<file path="config.mk">
export PLATFORM = sky130hd
export DESIGN_NAME = vga_write_arbiter
export DESIGN_NICKNAME = d
export VERILOG_FILES = /design/src/rtl/vga_pkg.sv /design/src/rtl/vga_write_arbiter_rr_pick.sv /design/src/rtl/vga_write_arbiter.sv
export SDC_FILE = /design/constraint.sdc
export NUM_CORES = 1
export LEC_CHECK = 0
export CAP_MARGIN = 5
export CORE_MARGIN = 3
export CORE_UTILIZATION = 43
export DETAILED_ROUTE_END_ITERATION = 10
export PLACE_DENSITY = 0.83
export SLEW_MARGIN = 10
export SYNTH_ARGS = -nofsm -noshare
export SYNTH_HDL_FRONTEND = slang
export SYNTH_HIERARCHICAL = 1
export SYNTH_SLANG_ARGS = --single-unit
</file>
<file path="constraint.sdc">
create_clock -name clk -period 5.6 [get_ports clk]
set_clock_uncertainty 0.1 [all_clocks]
set_input_delay 1.12 -clock clk [delete_from_list [all_inputs] [get_ports clk]]
set_output_delay 1.12 -clock clk [all_outputs]
set_load 0.05 [all_outputs]
</file>
<file path="src/rtl/vga_pkg.sv">
`default_nettype none
// ============================================================================
// Module   : vga_pkg
// Purpose  : Shared constants for the VGA pixel-write path: coordinate and
//            colour widths, screen bounds, requester indices, and an
//            index-width helper.
// Ports    : none (package)
// Revision : 1.0 - initial release
// ============================================================================
package vga_pkg;

  localparam int X_W   = 8;
  localparam int Y_W   = 7;
  localparam int C_W   = 3;
  localparam int X_MAX = 160;
  localparam int Y_MAX = 120;

  // Fixed requester slots on the arbiter
  localparam int REQ_CLEAR    = 0;
  localparam int REQ_START    = 1;
  localparam int REQ_GAMEOVER = 2;
  localparam int REQ_OBJECTS  = 3;

  // Bits needed to index n items. The result is never below 1, so a
  // two-entry index still gets a real bit.
  function automatic int clog2(input int n);
    int r;
    r = 1;
    while ((1 << r) < n) r++;
    return r;
  endfunction

endpackage
`default_nettype wire

</file>
<file path="src/rtl/vga_write_arbiter_rr_pick.sv">
`default_nettype none
// ============================================================================
// Module   : rr_pick
// Purpose  : Combinational round-robin picker. It rotates the request vector
//            so that 'start' lands at bit 0, isolates the lowest set bit, then
//            rotates the result back to its original position.
// Ports    : vec    - request vector (N bits)
//            start  - index that has the highest priority
//            onehot - selected request (one-hot, zero if none)
//            found  - at least one request bit was set
// Revision : 1.0 - initial release
// ============================================================================
module rr_pick
  import vga_pkg::*;
#(
  parameter int N = 4
) (
  input  logic [N-1:0]          vec,
  input  logic [clog2(N)-1:0]   start,
  output logic [N-1:0]          onehot,
  output logic                  found
);

  logic [N-1:0] w_rot;
  logic [N-1:0] w_ffs;

  // Rotate: w_rot[j] is the request that sits j places above 'start'.
  always_comb begin
    w_rot = '0;
    for (int j = 0; j < N; j++) begin
      w_rot[j] = vec[(int'(start) + j) % N];
    end
  end

  // Keep only the lowest set bit of the rotated vector.
  assign w_ffs = w_rot & (~w_rot + 1'b1);
  assign found = |w_rot;

  // Un-rotate back to the original requester positions.
  always_comb begin
    onehot = '0;
    for (int j = 0; j < N; j++) begin
      onehot[(int'(start) + j) % N] = w_ffs[j];
    end
  end

endmodule
`default_nettype wire

</file>
<file path="src/rtl/vga_write_arbiter.sv">
`default_nettype none
// ============================================================================
// Module   : vga_write_arbiter
// Purpose  : Shares the single VGA adapter pixel-write port among all screen
//            painters. Arbitration is round-robin, with a per-requester
//            enable and an ownership lock for full-screen bursts. The
//            adapter-facing outputs pass through one register stage.
// Ports    : clk, resetn (async, active low), abort (sync flush)
//            req_en/req/req_lock  - per-requester enable, request, lock
//            req_x/req_y/req_colour - packed per-requester pixel data
//            gnt          - one-hot combinational accept
//            owner/lock_active - current lock holder
//            plot/vga_x/vga_y/vga_colour - registered adapter write
//            oob_drop     - accepted pixel was off-screen and discarded
//            busy         - enabled request pending or write in flight
// Revision : 1.0 - initial release
// ============================================================================
module vga_write_arbiter
  import vga_pkg::*;
#(
  parameter int N_REQ = 4,
  parameter int X_W   = vga_pkg::X_W,
  parameter int Y_W   = vga_pkg::Y_W,
  parameter int C_W   = vga_pkg::C_W,
  parameter int X_MAX = vga_pkg::X_MAX,
  parameter int Y_MAX = vga_pkg::Y_MAX
) (
  input  logic                      clk,
  input  logic                      resetn,
  input  logic                      abort,
  input  logic [N_REQ-1:0]          req_en,
  input  logic [N_REQ-1:0]          req,
  input  logic [N_REQ-1:0]          req_lock,
  input  logic [N_REQ*X_W-1:0]      req_x,
  input  logic [N_REQ*Y_W-1:0]      req_y,
  input  logic [N_REQ*C_W-1:0]      req_colour,
  output logic [N_REQ-1:0]          gnt,
  output logic [clog2(N_REQ)-1:0]   owner,
  output logic                      lock_active,
  output logic                      plot,
  output logic [X_W-1:0]            vga_x,
  output logic [Y_W-1:0]            vga_y,
  output logic [C_W-1:0]            vga_colour,
  output logic                      oob_drop,
  output logic                      busy
);

  localparam int c_iw = clog2(N_REQ);
  // One extra bit so the bound itself is representable even when it equals 2**W.
  localparam logic [X_W:0] c_x_max = (X_W+1)'(X_MAX);
  localparam logic [Y_W:0] c_y_max = (Y_W+1)'(Y_MAX);

  logic [N_REQ-1:0] w_eff, w_pick, w_gnt;
  logic             w_found, w_xfer, w_release, w_in_range;
  logic [c_iw-1:0]  r_ptr, r_owner, w_gnt_idx;
  logic [c_iw-1:0]  w_ptr_nxt, w_owner_nxt;
  logic             r_lock, w_lock_nxt;
  logic [X_W-1:0]   w_x, r_x;
  logic [Y_W-1:0]   w_y, r_y;
  logic [C_W-1:0]   w_c, r_c;
  logic             r_plot, r_oob;

  function automatic logic [c_iw-1:0] f_inc(input logic [c_iw-1:0] i);
    return (i == c_iw'(N_REQ - 1)) ? '0 : i + 1'b1;
  endfunction

  assign w_eff = req & req_en;

  rr_pick #(.N(N_REQ)) u_pick (
    .vec    (w_eff),
    .start  (r_ptr),
    .onehot (w_pick),
    .found  (w_found)
  );

  // While locked, only the owner can win. Because w_eff already includes
  // req_en, an owner whose enable drops is not granted.
  always_comb begin
    w_gnt = '0;
    if (!abort) begin
      if (r_lock) begin
        if (w_eff[r_owner]) w_gnt[r_owner] = 1'b1;
      end else if (w_found) begin
        w_gnt = w_pick;
      end
    end
  end

  always_comb begin
    w_gnt_idx = '0;
    for (int i = 0; i < N_REQ; i++) begin
      if (w_gnt[i]) w_gnt_idx = c_iw'(i);
    end
  end

  assign w_xfer    = |w_gnt;
  assign w_release = r_lock & (~req_lock[r_owner] | ~req_en[r_owner]);

  always_comb begin
    w_ptr_nxt   = r_ptr;
    w_lock_nxt  = r_lock;
    w_owner_nxt = r_owner;
    if (abort) begin
      w_ptr_nxt   = '0;
      w_lock_nxt  = 1'b0;
      w_owner_nxt = '0;
    end else if (r_lock) begin
      // The pointer stays frozen until release, then resumes after the owner.
      if (w_release) begin
        w_ptr_nxt   = f_inc(r_owner);
        w_lock_nxt  = 1'b0;
        w_owner_nxt = '0;
      end
    end else if (w_xfer) begin
      w_ptr_nxt = f_inc(w_gnt_idx);
      if (req_lock[w_gnt_idx]) begin
        w_lock_nxt  = 1'b1;
        w_owner_nxt = w_gnt_idx;
      end
    end
  end

  always_ff @(posedge clk or negedge resetn) begin
    if (!resetn) begin
      r_ptr   <= '0;
      r_lock  <= 1'b0;
      r_owner <= '0;
    end else begin
      r_ptr   <= w_ptr_nxt;
      r_lock  <= w_lock_nxt;
      r_owner <= w_owner_nxt;
    end
  end

  // Pixel data of the granted requester
  assign w_x = req_x[int'(w_gnt_idx)*X_W +: X_W];
  assign w_y = req_y[int'(w_gnt_idx)*Y_W +: Y_W];
  assign w_c = req_colour[int'(w_gnt_idx)*C_W +: C_W];
  assign w_in_range = ({1'b0, w_x} < c_x_max) && ({1'b0, w_y} < c_y_max);

  // Off-screen pixels are discarded and leave the last good coordinates
  // on the bus.
  always_ff @(posedge clk or negedge resetn) begin
    if (!resetn) begin
      r_plot <= 1'b0;
      r_oob  <= 1'b0;
      r_x    <= '0;
      r_y    <= '0;
      r_c    <= '0;
    end else if (w_xfer) begin
      r_plot <= w_in_range;
      r_oob  <= ~w_in_range;
      if (w_in_range) begin
        r_x <= w_x;
        r_y <= w_y;
        r_c <= w_c;
      end
    end else begin
      r_plot <= 1'b0;
      r_oob  <= 1'b0;
    end
  end

  assign gnt         = w_gnt;
  assign owner       = r_owner;
  assign lock_active = r_lock;
  assign plot        = r_plot;
  assign vga_x       = r_x;
  assign vga_y       = r_y;
  assign vga_colour  = r_c;
  assign oob_drop    = r_oob;
  assign busy        = (|w_eff) | r_plot;

endmodule
`default_nettype wire

</file>
Word level (Yosys, flattened, before mapping)
Cells that the tools add are included.
{"block": "classes", "n_addsub": 6, "multipliers": 2, "n_bitwise": 13, "magnitude_cmp": 13, "n_reduce_logical": 17, "shifts": 3, "eq_ne": 3, "mux": 57}
{"op": "$shiftx 32x6->8", "count": 1}
{"op": "$shiftx 28x6->7", "count": 1}
{"op": "$mux 2", "count": 13}
{"op": "$mux 1", "count": 24}
{"op": "$bmux 1 s2", "count": 8}
{"op": "$mux 4", "count": 4}
{"op": "$and 4x4->4", "count": 3}
{"op": "$bwmux 4", "count": 3}
{"op": "$lt 3x4->1 const B", "count": 3}
{"op": "$reduce_or 4->1", "count": 3}
{"op": "$shiftx 12x5->3", "count": 1}
{"op": "$demux 1 s2", "count": 5}
{"op": "$ge 3x1->1 const B", "count": 3}
{"op": "$lt 2x3->1 const B", "count": 3}
{"op": "$lt 8x8->1 const B", "count": 1}
{"op": "$lt 7x7->1 const B", "count": 1}
{"op": "$add 2x1->2 const B", "count": 3}
{"op": "$logic_and 1x1->1", "count": 6}
{"op": "$reduce_bool 3->1", "count": 2}
{"op": "$reduce_or 2->1", "count": 3}
{"op": "$mul 2x3->5 const B", "count": 1}
{"op": "$add 2x2->2 const B", "count": 2}
{"op": "$add 4x1->4 const B", "count": 1}
{"op": "$eq 2x2->1 const B", "count": 2}
{"op": "10 further kinds", "count": 17}
{"block": "totals", "regBits": 25, "output_inout_bits": 28, "wordCells": 122, "in_bits": 87}

Longest topological paths before layout
Gate-level depths: netlist of run 1.
{"block": "depth", "ltp_word": 25, "ltp_mapped": 15, "ltp_nobuf": 14}

By module
The synthesis of run 1 kept the hierarchy.
{"mod": "vga_write_arbiter", "cells_per_inst": 193, "area_per_inst_um2": 1791.7, "seq_area_each_um2": 625.6, "n_inst": 1}
{"mod": "rr_pick", "cells_per_inst": 39, "area_per_inst_um2": 402.9, "seq_area_each_um2": 0.0, "n_inst": 1}

Least setup slack after synthesis of run 1
OpenSTA, ideal clock, no wires.
{"block": "synth_path", "path_kind": "input port to flip-flop", "startpoint": "input req_en[3]", "endpoint": "register r_c[1], in the netlist vga_colour[1]", "arrival_time_ns": 4.386, "t_required_ns": 5.375, "cell_stages": 14, "path_buffers": 2, "slack_ns": 0.989, "setup_time_ns": 0.125, "path_cell_list": "and2_1 mux4_2 nor2_1 nand2_1 o311ai_0 a32oi_1 inv_2 clkbuf_1 nand2_1 o21ai_1 nand4_1 nand3_4 buf_6 mux2_4"}
{"block": "synth_between", "elab_cells_between_ends": 39, "cone_classes": "add/sub: 1; mul: 2; order compare: 2; shift: 3; mux: 23; bitwise: 4; reduce/logical: 4"}
{"item": "from (decl)", "line_no": "vga_write_arbiter.sv:31", "text": "input logic [N_REQ-1:0] req_en,"}
{"item": "$and 4x4->4 *", "line_no": "vga_write_arbiter.sv:67", "text": "assign w_eff = req & req_en;"}
{"item": "$bmux 1 s2", "line_no": "vga_write_arbiter_rr_pick.sv:31", "text": "w_rot[j] = vec[(int'(start) + j) % N];"}
{"item": "$mux 1 (not written as such)", "line_no": "vga_write_arbiter_rr_pick.sv:31"}
{"item": "$not 4->4 or $mux 1 (tied branches)", "line_no": "vga_write_arbiter_rr_pick.sv:36, vga_write_arbiter_rr_pick.sv:31"}
{"item": "$add 4x1->4 or $not 4->4 (tied branches)", "line_no": "vga_write_arbiter_rr_pick.sv:36", "text": "assign w_ffs = w_rot & (~w_rot + 1'b1);"}
{"item": "$and 4x4->4 *", "line_no": "vga_write_arbiter_rr_pick.sv:36"}
{"item": "$and 4x4->4 (on tied branches)"}
{"item": "$bwmux 4 (2 in series)", "line_no": "vga_write_arbiter_rr_pick.sv:43", "text": "onehot[(int'(start) + j) % N] = w_ffs[j];"}
{"item": "[1 not listed]"}
{"item": "via w_pick[3]", "line_no": "vga_write_arbiter.sv:53", "text": "logic [N_REQ-1:0] w_eff, w_pick, w_gnt;"}
{"item": "[2 not listed]"}
{"item": "$mux 4 *", "line_no": "vga_write_arbiter.sv:80", "text": "if (!abort) begin"}
{"item": "via gnt[3]", "line_no": "vga_write_arbiter.sv:37", "text": "output logic [N_REQ-1:0] gnt,"}
{"item": "$mux 2", "line_no": "vga_write_arbiter.sv:92", "text": "if (w_gnt[i]) w_gnt_idx = c_iw'(i);"}
{"item": "$mul 2x3->5", "line_no": "vga_write_arbiter.sv:137", "text": "assign w_y = req_y[int'(w_gnt_idx)*Y_W +: Y_W];"}
{"item": "$shiftx 28x6->7", "line_no": "vga_write_arbiter.sv:137"}
{"item": "$lt 7x7->1", "line_no": "vga_write_arbiter.sv:139", "text": "assign w_in_range = ({1'b0, w_x} < c_x_max) && ({1'b0, w_y} < c_y_max);"}
{"item": "$logic_and 1x1->1", "line_no": "vga_write_arbiter.sv:139"}
{"item": "$reduce_and 2->1 (no line)"}
{"item": "to (signal assigned)", "line_no": "vga_write_arbiter.sv:156", "text": "r_c <= w_c;"}
{"item": "to (decl)", "line_no": "vga_write_arbiter.sv:60", "text": "logic [C_W-1:0] w_c, r_c;"}
Mark *: on every way through the listed nets, which the timed path passes. The rest lies on a longest branch. The select of a mux whose other input is x is not followed.
A chain may end at the register's enable or synchronous reset.

Worst setup path after layout of run 1
{"block": "layout_path", "startpoint": "input req_en[1]", "endpoint": "output gnt[0]"}
{"block": "layout_between", "elab_cells_between_ends": 26, "cone_classes": "add/sub: 1; mux: 20; bitwise: 4; reduce/logical: 1"}
{"item": "$and 4x4->4 *", "line_no": "vga_write_arbiter.sv:67"}
{"item": "via w_eff[1]", "line_no": "vga_write_arbiter.sv:53"}
{"item": "$bmux 1 s2", "line_no": "vga_write_arbiter_rr_pick.sv:31"}
{"item": "$mux 1 (not written as such) (2 in series)", "line_no": "vga_write_arbiter_rr_pick.sv:31"}
{"item": "$reduce_or 4->1 *", "line_no": "vga_write_arbiter_rr_pick.sv:37", "text": "assign found = |w_rot;"}
{"item": "via w_found", "line_no": "vga_write_arbiter.sv:54", "text": "logic w_found, w_xfer, w_release, w_in_range;"}
{"item": "$mux 4 *", "line_no": "vga_write_arbiter.sv:83", "text": "end else if (w_found) begin"}
{"item": "$mux 4 *", "line_no": "vga_write_arbiter.sv:81", "text": "if (r_lock) begin"}
{"item": "$mux 4 *", "line_no": "vga_write_arbiter.sv:80"}
{"item": "to (decl)", "line_no": "vga_write_arbiter.sv:37"}
Marked as above.

==> results of run 1 <==
-- registers in the layout, indices dropped and copies added (netlist names) --
register     count
plot             1
vga_colour       3
vga_y            7
r_ptr            2
lock_active      1
oob_drop         1
vga_x            8
owner            2
-- cells in the mapped netlist (2+ instances only) --
library cell	number
dfrtp_1	25
a21oi_1	23
o22ai_1	23
nand2_1	15
o21ai_0	12
and2_1	11
ha_1	11
mux2_2	11
nor2_1	8
nand3_1	7
inv_1	6
mux2_4	6
a221oi_1	5
clkbuf_1	5
nor2b_1	4
o21ai_1	4
a221oi_2	3
a31oi_1	3
inv_2	3
mux4_2	3
a2111oi_2	2
a22o_1	2
a22oi_1	2
a32o_1	2
and3_1	2
buf_1	2
buf_2	2
buf_6	2
mux2i_1	2
mux4_1	2
nor3b_1	2
o311ai_0	2
-- critical path, delay by kind of cell --
| family | cells | cell delay, ns |
|---|---|---|
| multiplexers | 1 | 0.40 |
| AND/OR/NAND/NOR | 4 | 1.05 |
| buffers and inverters | 2 | 1.32 |
| AO/OA/AOI/OAI | 1 | 0.29 |
-- cells by family after synthesis --
| group | share of synthesized area [%] |
|---|---|
| AO/OA/AOI/OAI | 28.56 |
| AND/OR/NAND/NOR | 16.31 |
| buffers and inverters | 4.219 |
| adder cells (fa/ha/maj) | 6.271 |
| multiplexers | 16.13 |
| flip-flops | 28.51 |
-- layer usage --
metal	part of all wire, %	track usage, %
met1	43	29.60
met2	45	36.87
met3	10	7.077
met4	1.2	5.694
met5	0	0
-- worst min-delay path by stage --
stage / startpoint / to / slack [ns]
3_5_place_dp: vga_x[6] / vga_x[6] / 0.39
3_3_place_gp: vga_colour[0] / vga_colour[0] / 0.39
4_1_cts: vga_colour[2] / vga_colour[2] / 0.42
5_1_grt: vga_colour[2] / vga_colour[2] / 0.44
2_1_floorplan: r_ptr[1] / r_ptr[1] / 0.53
6_report: vga_colour[2] / vga_colour[2] / 0.41
-- metrics by stage --
stage	setup slack, ns	instance area, um^2	utilization (%)	hold slack, ns	total power [uW]
2_1_floorplan	0.9893	2195	-	0.5307	1409
3_3_place_gp	0.3450	3396	70.49	0.3879	1802
3_5_place_dp	0.2243	3396	70.49	0.3934	1821
4_1_cts	0.2278	3446	71.53	0.4160	1938
5_1_grt	0.07512	3446	71.53	0.4366	2065
6_report	0.1856	3446	71.53	0.4132	1936
-- power by group through the flow --
stage	registers, uW	clock network (uW)	logic (uW)
2_1_floorplan	588	0	821
3_3_place_gp	340	0	1460
3_5_place_dp	341	0	1480
4_1_cts	340	113	1490
5_1_grt	354	121	1590
6_report	341	109	1490
-- area by class of cell --
type / instances / area [um^2]
tap: 67 / 83.83
sequential: 25 / 625.6
clock buffer: 3 / 41.29
inverter: 9 / 33.78
fill: 396 / 1371
clock inverter: 1 / 8.758
timing repair buffer: 117 / 1169
multi-input combinational: 187 / 1484
==> results.sh, run 1 <==
export IMPL_r2r_cells=12
export IMPL_critPathKind="primary input to primary output"
export IMPL_power_frac_clock_pct=5.7
export IMPL_slowest_delay_ns=0.84
export IMPL_crit_slowest_cell="clkdlybuf4s50_1"
export IMPL_post_cts_setup_buffers=0
export IMPL_routed_via_density=5.731
export IMPL_path_clk_slew_ns=0.09
export IMPL_grt_max_degree=32
export IMPL_startpoint="req_en[1]"
export IMPL_fp_dieW_um=77.44
export IMPL_critPathRequiredTime_ns=4.38
export IMPL_timing_rr_start="r_ptr[0]"
export IMPL_antenna_found_initial=0
export IMPL_grt_pass1_vias=2299
export IMPL_routed_wl_um=6886
export IMPL_syn_inst=232
export IMPL_critPathMaxFanout=7
export IMPL_final_common_cell="clkdlybuf4s50_1"
export IMPL_tns_ns=0
export IMPL_fp_row_count=25
export IMPL_cp_cell_sequence="clkdlybuf4s50_1 -> and2_1 -> mux4_2 -> nor3_4 -> or2b_1 -> nor3b_1 -> a32o_1 -> clkdlybuf4s50_1"
export IMPL_ys_seq_area_share_pct=28.51
export IMPL_comb_power_share_pct=76.8
export IMPL_layout_common_cells="111 x clkdlybuf4s50_1, 25 x dfrtp_1, 23 x a21oi_1, 23 x o22ai_1, 15 x nand2_1"
export IMPL_leakagePower_uw=0.001375
export IMPL_setup_viol=0
export IMPL_cts_max_level=1
export IMPL_drc_errors=0
export IMPL_route_detailed_wl_per_inst_um=16.84
export IMPL_vias=2344
export IMPL_p_switching_uw=988.0
export IMPL_clockRootBuffer="clkbuf_8"
export IMPL_yosys_warnings=6
export IMPL_grt_setup_unrepaired="no"
export IMPL_grt_ovfl_total=0
export IMPL_ios=115
export IMPL_r2r_slack_ns=1.19
export IMPL_synth_edf_count=0
export IMPL_netlist_area_mm2=0.002195
export IMPL_peakVddDrop_mv=0.2855
export IMPL_internal_power_uw=947.9
export IMPL_drive_gt1_share_pct=13.74
export IMPL_yosys_area_top_type="dfrtp_1"
export IMPL_arrival_ns=4.19
export IMPL_synth_cell_types=52
export IMPL_hold_viol_final=0
export IMPL_r2r_end="vga_y[5]"
export IMPL_slew_headroom_pct=30.32
export IMPL_grt_first_pass_wirelength_um=11110
export IMPL_initial_core_util_pct=45.56
export IMPL_synthArstFlopShare_pct=100.0
export IMPL_ys_top_cells_by_area="dfrtp_1 29%, o22ai_1 6.6%, ha_1 6.3%"
export IMPL_hold_depth=1
export IMPL_synth_fp_nets=330
export IMPL_cap_violations=0
export IMPL_seqPwrFrac_pct=17.6
export IMPL_yosysTopAreaCellShare_pct=28.51
export IMPL_coreArea_mm2=0.004817
export IMPL_drv_slew=0
export IMPL_critPathLaunchType="primary input"
export IMPL_die_h_um=77.44
export IMPL_hpwl_um=5570
export IMPL_synthFlopType="dfrtp_1"
export IMPL_hold_class="flip-flop to flip-flop"
export IMPL_cts_resized=0
export IMPL_cp_end_kind="primary output"
export IMPL_finalNonFillerCells=409
export IMPL_min_period_ns=5.414
export IMPL_place_congestion=0.9228
export IMPL_die_area_mm2=0.005997
export IMPL_crit_end="gnt[0]"
export IMPL_fmax_ghz=0.1847
export IMPL_ys_seq_elements=25
export IMPL_clock_sinks=25
export IMPL_cpMostUsedCell="clkdlybuf4s50_1"
export IMPL_tritoncts="yes"
export IMPL_p_sw_share_pct=51.04
export IMPL_p_per_area_mw_per_mm2=561.8
export IMPL_drtPass1Iterations=4
export IMPL_antenna_diode_count=0
export IMPL_outcome="finished clean"
export IMPL_worst_slew_pin_slew_ns=1.042
export IMPL_nNetsFinal=441
export IMPL_avgSynthCellArea_um2=9.460
export IMPL_cts_hold_buf=0
export IMPL_track_usage_pct=22.78
export IMPL_dr_first_iter_drc_count=114
export IMPL_clockBufferDepth=2
export IMPL_clock_latency_ns=0.27
export IMPL_cts_made_buffers=3
export IMPL_fin_crit_sh_pct=96.69
export IMPL_dp_cells=405
export IMPL_ant_nets=0
export IMPL_area_growth_pct=57.01
export IMPL_port_buffers=114
Note: power is estimated with default switching activity, not from simulation.
==> run 2, diff against run 1 <==
Settings changed: CORE_MARGIN 3 to 8.
==> results.sh, run 2 (same netlist as run 1, synthesis figures left out) <==
export IMPL_vias=2368
export IMPL_coreArea_mm2=0.005010
export IMPL_hpwl_um=6077
export IMPL_internal_power_uw=947.0
export IMPL_antenna_found_initial=0
export IMPL_clock_latency_ns=0.26
export IMPL_fin_util_pct=68.83
export IMPL_outcome="finished clean"
export IMPL_port_buffers=114
export IMPL_routed_wl_um=7446
export IMPL_critPathKind="primary input to primary output"
export IMPL_area_growth_pct=57.13
export IMPL_fp_dieW_um=87.44
export IMPL_arrival_ns=4.14
export IMPL_clock_sinks=25
export IMPL_drv_slew=0
export IMPL_die_h_um=87.44
export IMPL_drtPass1Iterations=4
export IMPL_final_common_cell="clkdlybuf4s50_1"
export IMPL_p_per_area_mw_per_mm2=560.3
export IMPL_seqPwrFrac_pct=17.5
export IMPL_nNetsFinal=442
export IMPL_path_clk_slew_ns=0.08
export IMPL_hold_path_end="vga_x[4]"
export IMPL_slew_headroom_pct=56.28
export IMPL_tns_ns=0
export IMPL_hold_depth=1
export IMPL_die_area_mm2=0.007646
export IMPL_ant_nets=0
export IMPL_grt_pass1_vias=2429
export IMPL_critPathLaunchType="primary input"
export IMPL_worst_slew_pin_slew_ns=0.6544
export IMPL_place_congestion=0.8677
export IMPL_ios=115
export IMPL_post_cts_setup_buffers=0
export IMPL_peakVddDrop_mv=0.3012
export IMPL_routed_via_density=5.734
export IMPL_drive_gt1_share_pct=14.29
export IMPL_leakagePower_uw=0.001380
export IMPL_setup_viol=0
export IMPL_layout_common_cells="110 x clkdlybuf4s50_1, 25 x dfrtp_1, 23 x a21oi_1, 23 x o22ai_1, 15 x nand2_1"
export IMPL_cp_end_kind="primary output"
export IMPL_r2r_cells=12
export IMPL_comb_power_share_pct=77.2
export IMPL_fin_crit_sh_pct=95.73
export IMPL_fmax_ghz=0.1865
export IMPL_largest_register_ffs=8
export IMPL_clockBufferDepth=2
export IMPL_track_usage_pct=19.80
export IMPL_initial_core_util_pct=43.81
export IMPL_grt_ovfl_total=0
export IMPL_route_detailed_wl_per_inst_um=18.03
export IMPL_dr_first_iter_drc_count=144
export IMPL_clockRootBuffer="clkbuf_8"
export IMPL_critPathMaxFanout=7
export IMPL_timing_rr_start="r_ptr[0]"
export IMPL_p_sw_share_pct=50.99
export IMPL_p_switching_uw=985.2
export IMPL_tritoncts="yes"
export IMPL_grt_first_pass_wirelength_um=12050
export IMPL_grt_setup_unrepaired="no"
export IMPL_cap_violations=0
export IMPL_finalPower_uw=1932
export IMPL_min_period_ns=5.361
export IMPL_r2r_end="vga_y[5]"
export IMPL_cts_hold_buf=0
export IMPL_r2r_slack_ns=1.16
export IMPL_fp_row_count=26
export IMPL_hold_viol_final=0
export IMPL_grt_max_degree=26
export IMPL_critPathRequiredTime_ns=4.38
export IMPL_hold_class="flip-flop to flip-flop"
export IMPL_drc_errors=0
export IMPL_antenna_diode_count=0
export IMPL_cts_made_buffers=3
export IMPL_holdCritStartpoint="vga_x[4]"
export IMPL_cts_max_level=1
export IMPL_power_frac_clock_pct=5.3
export IMPL_cts_resized=0
## run 2: worst max path at each step
stage | startpoint | to | depth (start not counted)
2_1_floorplan | req_en[3] | vga_colour[1] | 14
3_3_place_gp | req_en[0] | gnt[0] | 8
3_5_place_dp | req_en[2] | gnt[0] | 8
4_1_cts | req_en[0] | gnt[0] | 8
5_1_grt | req_en[0] | gnt[0] | 8
6_report | req_en[0] | gnt[0] | 8
## run 2: critical path: stages
cell and delay, ns:
clkdlybuf4s50_1 0.48, and2_1 0.22, mux4_2 0.40, nor3_4 0.08
or2b_1 0.17, nor3b_1 0.55, a32o_1 0.29, clkdlybuf4s50_1 0.83
## run 2: layout make-up
cell class              instances  area [um^2]
flip-flops and latches         25        625.6
clock inverters                 1        5.005
well taps                      70        87.58
fillers                       418         1562
multi-input cells             187         1484
inverters                       9        33.78
clock buffers                   3        41.29
repair buffers                118         1171
## run 2: power groups by stage
stage | clock network, uW | registers [uW] | logic (uW)
6_report | 102 | 338 | 1490
5_1_grt | 111 | 352 | 1600
4_1_cts | 107 | 339 | 1500
3_5_place_dp | 0 | 340 | 1490
3_3_place_gp | 0 | 335 | 1470
2_1_floorplan | 0 | 588 | 821
## run 2: per-stage QoR
step	setup slack [ns]	instance area [um^2]	hold WS, ns	cells
CTS	0.2565	3453	0.4140	413
detailed placement	0.2623	3407	0.3960	409
floorplan	0.9893	2195	0.5307	232
global placement	0.3464	3407	0.3868	409
finish	0.2390	3448	0.4103	413
global route	0.07125	3448	0.4309	413
## run 2: per-layer routing
layer	wire length (um)	vias up	GRT usage, %	part of all wire [%]
met1	2920	1118	22.82	39
met4	74	0	5.156	0.99
met5	0	-	0	0
met2	3602	121	33.61	48
li1	-	1121	-	-
met3	849	8	7.075	11
==> run 3, diff against run 2 <==
Settings changed: CORE_MARGIN 8 to 2.
==> results.sh, run 3 (same netlist as run 1, synthesis figures left out) <==
export IMPL_cts_made_buffers=3
export IMPL_outcome="finished clean"
export IMPL_r2r_cells=12
export IMPL_clock_sinks=25
export IMPL_r2r_slack_ns=1.23
export IMPL_routed_wl_um=6631
export IMPL_r2r_end="vga_y[6]"
export IMPL_antenna_found_initial=0
export IMPL_largest_register_ffs=8
export IMPL_cts_hold_buf=0
export IMPL_layout_common_cells="111 x clkdlybuf4s50_1, 25 x dfrtp_1, 23 x a21oi_1, 23 x o22ai_1, 15 x nand2_1"
export IMPL_antenna_diode_count=0
export IMPL_startpoint="req_en[1]"
export IMPL_area_growth_pct=57.01
export IMPL_seq_area_um2=625.6
export IMPL_path_clk_slew_ns=0.08
export IMPL_drive_gt1_share_pct=13.74
export IMPL_nFillCells=429
export IMPL_die_area_mm2=0.005691
export IMPL_finalPower_uw=1917
export IMPL_hold_class="flip-flop to flip-flop"
export IMPL_track_usage_pct=23.86
export IMPL_fp_row_count=26
export IMPL_drtPass1Iterations=4
export IMPL_routed_via_density=5.670
export IMPL_die_h_um=75.44
export IMPL_hold_viol_final=0
export IMPL_place_congestion=0.9381
export IMPL_nNetsFinal=441
export IMPL_ant_nets=0
export IMPL_peakVddDrop_mv=0.3370
export IMPL_grt_first_pass_wirelength_um=10410
export IMPL_dr_first_iter_drc_count=187
export IMPL_critPathKind="primary input to primary output"
export IMPL_worst_slew_pin_slew_ns=1.066
export IMPL_clockRootBuffer="clkbuf_8"
export IMPL_fp_dieW_um=75.44
export IMPL_setup_viol=0
export IMPL_vias=2336
export IMPL_p_per_area_mw_per_mm2=556.4
export IMPL_cts_resized=0
export IMPL_initial_core_util_pct=43.81
export IMPL_final_common_cell="clkdlybuf4s50_1"
export IMPL_multi_input_area_mm2=0.001484
export IMPL_crit_end="gnt[0]"
export IMPL_grt_max_degree=32
export IMPL_arrival_ns=4.12
export IMPL_timing_rr_start="r_ptr[0]"
export IMPL_drv_slew=0
export IMPL_port_buffers=114
export IMPL_hpwl_um=5348
export IMPL_cp_end_kind="primary output"
export IMPL_grt_pass1_vias=2266
export IMPL_post_cts_setup_buffers=0
export IMPL_fmax_ghz=0.1873
export IMPL_drc_errors=0
export IMPL_route_detailed_wl_per_inst_um=16.09
export IMPL_critPathRequiredTime_ns=4.38
export IMPL_fin_crit_sh_pct=95.32
export IMPL_slew_headroom_pct=28.68
export IMPL_cap_violations=0
export IMPL_coreArea_mm2=0.005010
export IMPL_tritoncts="yes"
export IMPL_critPathLaunchType="primary input"
export IMPL_critPathMaxFanout=7
export IMPL_leakagePower_uw=0.001374
export IMPL_grt_setup_unrepaired="no"
export IMPL_clock_latency_ns=0.26
export IMPL_cts_max_level=1
export IMPL_tns_ns=0
export IMPL_grt_ovfl_total=0
export IMPL_ios=115
export IMPL_min_period_ns=5.338
export IMPL_clockBufferDepth=2
run 3: changes by cell type in the layout (fill, tap and decap cells not counted):
cell	delta
buf_2	-1
buf_4	-1
clkdlybuf4s50_1	+1
run 3: per-layer routing:
layer  vias to the layer above  share of wire [%]  GRT usage [%]
met2                        93                 49          41.06
met5                         -                  0              0
met4                         0                2.1          7.797
met3                        15                7.1          4.630
met1                      1105                 42          30.18
li1                       1123                  -              -
run 3: worst min-delay path by stage:
stage	startpoint	to	slack (ns)	cells after the start
final	vga_y[5]	vga_y[5]	0.41	1
after global routing	vga_y[2]	vga_y[2]	0.43	1
after CTS	vga_y[5]	vga_y[5]	0.41	1
after detailed placement	vga_x[6]	vga_x[6]	0.39	1
after global placement	vga_colour[2]	vga_colour[2]	0.39	1
after floorplan	r_ptr[1]	r_ptr[1]	0.53	1
run 3: where the power goes:
part	internal, uW	leakage, uW	switching [uW]	total [uW]
clock	49.6	0.0000255	53.0	103
combinational	626	0.00104	851	1480
sequential	269	0.000305	68.2	337
run 3: stage by stage:
step	utilization [%]	setup slack [ns]	hold WS, ns	instance area [um^2]	cells
after CTS	68.78	0.2853	0.4147	3446	412
final	68.78	0.2619	0.4100	3446	412
after floorplan	-	0.9893	0.5307	2195	232
after global routing	68.78	0.07954	0.4291	3446	412
after global placement	67.86	0.3412	0.3885	3400	408
after detailed placement	67.86	0.2840	0.3936	3400	408
run 3: worst max-delay path, stage by stage:
cell	delay (ns)
clkdlybuf4s50_1	0.50
and2_1	0.23
mux4_2	0.39
nor3_4	0.08
or2b_1	0.17
nor3b_1	0.54
a32o_1	0.28
clkdlybuf4s50_1	0.82
run 3: cell type report:
| type | instances | area share [%] |
|---|---|---|
| clock buffers | 3 | 1.198 |
| clock inverters | 1 | 0.1452 |
| inverters | 9 | 0.9804 |
| multi-input cells | 187 | 43.06 |
| flip-flops and latches | 25 | 18.16 |
| well taps | 70 | 2.542 |
| repair buffers | 117 | 33.91 |
